### config.mk
export PLATFORM = sky130hd
export DESIGN_NAME = fifo_wr_arbiter
export DESIGN_NICKNAME = d
export VERILOG_FILES = /design/src/rtl/fifo_wr_arbiter.sv
export SDC_FILE = /design/constraint.sdc
export NUM_CORES = 1
export LEC_CHECK = 0
export ABC_AREA = 1
export CORE_MARGIN = 8
export CORE_UTILIZATION = 42
export DETAILED_ROUTE_END_ITERATION = 8
export PLACE_DENSITY = 0.86
export REMOVE_ABC_BUFFERS = 1
export SLEW_MARGIN = 20
export SYNTH_ARGS = -nofsm -noshare
export SYNTH_HDL_FRONTEND = slang
export SYNTH_SLANG_ARGS = --single-unit
export TNS_END_PERCENT = 50
### constraint.sdc
create_clock -name CLK -period 3.55 [get_ports CLK]
set_input_delay 0.71 -clock CLK [delete_from_list [all_inputs] [get_ports CLK]]
set_output_delay 0.71 -clock CLK [all_outputs]
set_load 0.01 [all_outputs]
### src/rtl/fifo_wr_arbiter.sv
// fifo_wr_arbiter: owns the write and read pointers of one FIFO register-file
// memory and shares its single write port between NUM_REQ producers using
// round-robin arbitration. It also tracks occupancy for a single reader.
//
// Ports:
//   CLK, RST          clock (rising edge), synchronous active-high reset
//   REQ, REQ_DATA     per-requester write request and data (slice i = requester i)
//   GNT               one-hot grant; the memory write happens at the edge ending it
//   RD_EN             reader pop request (ignored while EMPTY)
//   FLUSH             synchronous clear of pointers and occupancy
//   MEM_W_CKEN        memory write enable
//   MEM_WR_ADDR/DATA  memory write address/data (data is 0 with no grant)
//   MEM_RD_ADDR       memory read address; the reader samples RD_DATA directly
//   FULL, EMPTY       occupancy flags decoded from registered COUNT
//   COUNT             number of stored entries
//
// Optional feature (macro FIFO_WR_ARB_WATERMARK_EN): adds parameters AF_LEVEL and
// AE_LEVEL, and outputs ALMOST_FULL (COUNT >= AF_LEVEL) and
// ALMOST_EMPTY (COUNT <= AE_LEVEL).
module fifo_wr_arbiter #(
   parameter int unsigned Data_Width = 8,
   parameter int unsigned FIFO_DEPTH = 8,
   parameter int unsigned Address    = 3,
   parameter int unsigned NUM_REQ    = 4
`ifdef FIFO_WR_ARB_WATERMARK_EN
   , parameter int unsigned AF_LEVEL = FIFO_DEPTH - 2
   , parameter int unsigned AE_LEVEL = 2
`endif
) (
   input  logic                          CLK,
   input  logic                          RST,
   input  logic [NUM_REQ-1:0]            REQ,
   input  logic [NUM_REQ*Data_Width-1:0] REQ_DATA,
   output logic [NUM_REQ-1:0]            GNT,
   input  logic                          RD_EN,
   input  logic                          FLUSH,
   output logic                          MEM_W_CKEN,
   output logic [Address-1:0]            MEM_WR_ADDR,
   output logic [Data_Width-1:0]         MEM_WR_DATA,
   output logic [Address-1:0]            MEM_RD_ADDR,
   output logic                          FULL,
   output logic                          EMPTY,
   output logic [Address:0]              COUNT
`ifdef FIFO_WR_ARB_WATERMARK_EN
   , output logic                        ALMOST_FULL
   , output logic                        ALMOST_EMPTY
`endif
);

   localparam int unsigned PP_W  = (NUM_REQ > 1) ? $clog2(NUM_REQ) : 1;
   localparam int unsigned CNT_W = Address + 1;
   localparam logic [CNT_W-1:0] DEPTH_C  = CNT_W'(FIFO_DEPTH);
   localparam logic [PP_W-1:0]  LAST_REQ = PP_W'(NUM_REQ - 1);

   logic [Address-1:0] wr_ptr;
   logic [Address-1:0] rd_ptr;
   logic [CNT_W-1:0]   count;
   logic [PP_W-1:0]    pp;

   logic               arb_en;
   logic               found;
   logic [PP_W-1:0]    gnt_idx;
   int unsigned        cand;
   logic               push;
   logic               pop;

   // Round-robin search starting at pp; first active requester wins.
   always_comb begin
      GNT     = '0;
      gnt_idx = '0;
      found   = 1'b0;
      cand    = 0;
      arb_en  = !RST && !FLUSH && !FULL;
      for (int unsigned i = 0; i < NUM_REQ; i++) begin
         cand = 32'(pp) + i;
         if (cand >= NUM_REQ) cand = cand - NUM_REQ;
         if (arb_en && !found && REQ[cand[PP_W-1:0]]) begin
            found   = 1'b1;
            gnt_idx = cand[PP_W-1:0];
         end
      end
      if (found) GNT[gnt_idx] = 1'b1;
   end

   // Write-data mux; zero when nobody is granted.
   always_comb begin
      MEM_WR_DATA = '0;
      for (int unsigned i = 0; i < NUM_REQ; i++) begin
         if (GNT[i]) MEM_WR_DATA = REQ_DATA[i*Data_Width +: Data_Width];
      end
   end

   // A pop needs stored data at the edge; a same-cycle push does not count.
   assign push = found;
   assign pop  = RD_EN && !EMPTY && !FLUSH;

   // Pointer, occupancy and priority-pointer state.
   always_ff @(posedge CLK) begin
      if (RST) begin
         wr_ptr <= '0;
         rd_ptr <= '0;
         count  <= '0;
         pp     <= '0;
      end else if (FLUSH) begin
         wr_ptr <= '0;
         rd_ptr <= '0;
         count  <= '0;
      end else begin
         if (push) begin
            wr_ptr <= wr_ptr + 1'b1;
            pp     <= (gnt_idx == LAST_REQ) ? '0 : gnt_idx + 1'b1;
         end
         if (pop) rd_ptr <= rd_ptr + 1'b1;
         case ({push, pop})
            2'b10:   count <= count + 1'b1;
            2'b01:   count <= count - 1'b1;
            default: count <= count;
         endcase
      end
   end

   assign MEM_W_CKEN  = push;
   assign MEM_WR_ADDR = wr_ptr;
   assign MEM_RD_ADDR = rd_ptr;
   assign COUNT       = count;
   assign FULL        = (count == DEPTH_C);
   assign EMPTY       = (count == '0);

`ifdef FIFO_WR_ARB_WATERMARK_EN
   localparam logic [CNT_W-1:0] AF_C = CNT_W'(AF_LEVEL);
   localparam logic [CNT_W-1:0] AE_C = CNT_W'(AE_LEVEL);

   assign ALMOST_FULL  = (count >= AF_C);
   assign ALMOST_EMPTY = (count <= AE_C);
`endif

endmodule

==> impl_results.md <==
* Status: finished with violations
* Failing checks: negative setup slack
* Leakage at 1.336 nW
* Cell accounting for the most synthesized area: dfxtp_1
* Inserted Clock Buffers at 3
* Min-delay worst type: flip-flop to flip-flop
* Sequential-to-total area share from yosys stat at 16.72%
* CP Max Fanout at 8
* Synthesized instance count at 251
* Inserted Diodes at 0
* Vias in the first global route at 1931
* Clock Pin Slew Worst Setup and Hold Paths at about 0.080 ns
* CTS tree: yes
* Min cycle time layout at 3.556 ns
* Post-Syn Area at 0.001436 mm2
* # hold bufs at CTS at 0
* Yosys warnings at 0
* Worst EP arrival at between 2 and 3 ns
* Clock skew at 0.002552 ns
* Clock Tree Buf Depth at 2
* DR vias at slightly above 2000
* Area grow syn2layout at 80.31%
* Final HPWL DP at 3527 um
* Die area at 0.005547 mm2
* Final WS setup at -0.005848 ns
* Achievable Freq at between 200 and 300 MHz
* IO Pins at 65
* NumNets Final at roughly 400
* Critical path endpoint category: output port
* Chip width at ~74 um
* Mapped Avg Cell Area at 5.723 um2
* Crit Path Class: input pin to output port
* Largest net degree at the start of global routing at 12
* Commonest non-fill, non-tap cell in the layout: nand2_1
* Post-Route Setup TNS at -0.005848 ns
* Count of cell types in the netlist at 28
* Reg-to-reg slack, setup at 0.51 ns
* Final instance count without filler cells at ~400
* Fin crit share at 100.2%
* First-pass GRT wire length at around 8900 um
* Actual slew at the worst max-slew pin at 0.3994 ns
* Routed wire length at about 6300 um
* Final Hold Fails at 0
* Synthesis-stage register bit count at 12
* Startpoint type of the worst setup path: input pin
* Row count at 21
* DRC at 0
* Die Y at around 74 um
* Initial antenna violation count at 0
* Sink Count at 12
* Post-route ant nets at 0
* First DRT Iteration DRCs at 135
* RD Place Congestion at 0.8721
* Drt first pass iters at 5
* Power Density at 855.7 mW/mm2
* Final setup viols at 1
* Routed WL per cell at 16.07 um
* Total of max-cap violations at 0
* Slew HR at 73.13%
* Root Buffer: clkbuf_4
* Total track usage at 19.93%
* Peak VDD IR at 522.1 uV
* Worst Path Required at about 2.8 ns
* Slew Viols, Final at 0
* Htree depth at 1
* Most frequent cells in the layout: 54 x nand2_1, 46 x clkdlybuf4s50_1, 42 x inv_1, 26 x nand3_1, 25 x buf_4
* Placed insts at 375
* Top FF cell, synth: dfxtp_1
* PortBufs at 64
* Post-synth EDFFs at 0
* Fraction of registers with async set/reset at 0%
* Clk_lat worst skew at 0.28 ns
* Vias per cell at 5.160
* Synth area leaders: dfxtp_1 17%, nand2_1 17%, inv_1 13%, nand3_1 11%, ha_1 7.8%
* Post-synth top area share at 16.72%
* Area after DPL at ~0.0022 mm2
* Grt ovf at 0
* WHS at 0.4687 ns
* Initial core utilization at 43.39%
* Cell area after layout at 0.002590 mm2
* Pwr Total at 2.216 mW
* Core box area at 0.003311 mm2
* Share of cells above drive strength 1 at about 33%
flip-flops by register name, summed over array words and instances, names as in the netlist:
register / count
pp: 2
COUNT: 4
MEM_RD_ADDR: 3
MEM_WR_ADDR: 3
per-stage QoR:
step / setup WS (ns) / utilization (%)
after global routing: -0.1907 / 78.23
after detailed placement: -0.6750 / 67.65
after floorplan: 0.06150 / -
after CTS: 0.008933 / 75.36
after global placement: -0.5387 / 67.65
final: -0.005848 / 78.23
layout make-up:
cell class,count,area (um2)
multi-input combinational,179,1171
timing repair buffer,99,868.3
fill,215,720.7
sequential,12,246.5
inverter,52,202.7
tap,46,57.56
clock buffer,4,36.28
timing repair inverter,1,7.507
kinds of logic (layout without fill, tap and decap cells):
| kind of cell | after synthesis | count (layout) | synth area share (%) |
|---|---|---|---|
| AOI/OAI and AO/OA | 22 | 22 | 7.928 |
| xor gates and xnor gates | 3 | 3 | 2.352 |
| adders and majority gates | 10 | 10 | 9.234 |
| buffers and inverters | 61 | 156 | 18.29 |
| DFF | 12 | 12 | 16.72 |
| and+or+nand+nor | 143 | 144 | 45.47 |
repair_timing:
action,4_1_cts,5_1_grt
setup buffers,8,3
resized for setup,74,54
pin swaps,21,23
endpoints found under the setup margin,12,14
gates cloned,3,0
cell usage after synthesis, types with 2 or more instances:
master    count
nand2_1      64
inv_1        49
nand3_1      32
nor2_1       30
dfxtp_1      12
o21ai_0      10
ha_1          9
a21oi_1       8
nand3_2       7
nand2_2       3
nor3_1        3
buf_1         2
buf_4         2
buf_6         2
clkbuf_1      2
inv_2         2
nor2_2        2
o21ai_1       2
final timing paths:
kind | from | endpoint | cells past startpoint
hold reg to reg | MEM_RD_ADDR[2] | MEM_RD_ADDR[2] | 2
setup reg to reg | pp[0] | COUNT[3] | 21
hold / removal | MEM_RD_ADDR[2] | MEM_RD_ADDR[2] | 2
setup / recovery | REQ[0] | MEM_WR_DATA[1] | 19
worst max-delay path: stages:
cell and delay [ns]:
clkbuf_2 0.10, inv_1 0.06, nand2_1 0.06, o21ai_2 0.09, nand2_1 0.10, nand2_2 0.11, nor2_4 0.05, nor3_4 0.29
nor3_2 0.07, nor2_1 0.22, buf_4 0.21, ha_4 0.16, buf_6 0.13, nor2_1 0.05, nand3_1 0.07, nand3_1 0.07
nand2_1 0.08, nand2_1 0.07, buf_2 0.14
per-layer routing:
layer / vias to the layer above / share of wire, % / GRT usage (%) / wire [um]
met5: - / 0 / 0 / 0
met4: 0 / 4.0 / 8.261 / 255
met3: 27 / 8.4 / 4.717 / 531
met2: 110 / 51 / 36.30 / 3217
met1: 927 / 37 / 21.27 / 2314
li1: 964 / - / - / -
power breakdown:
| part | internal, mW | leakage [nW] | switching [mW] |
|---|---|---|---|
| combinational | 0.831 | 1.22 | 1.05 |
| sequential | 0.168 | 0.0993 | 0.0592 |
| clock | 0.0624 | 0.0210 | 0.0473 |
(Power assumes the default switching activity.)
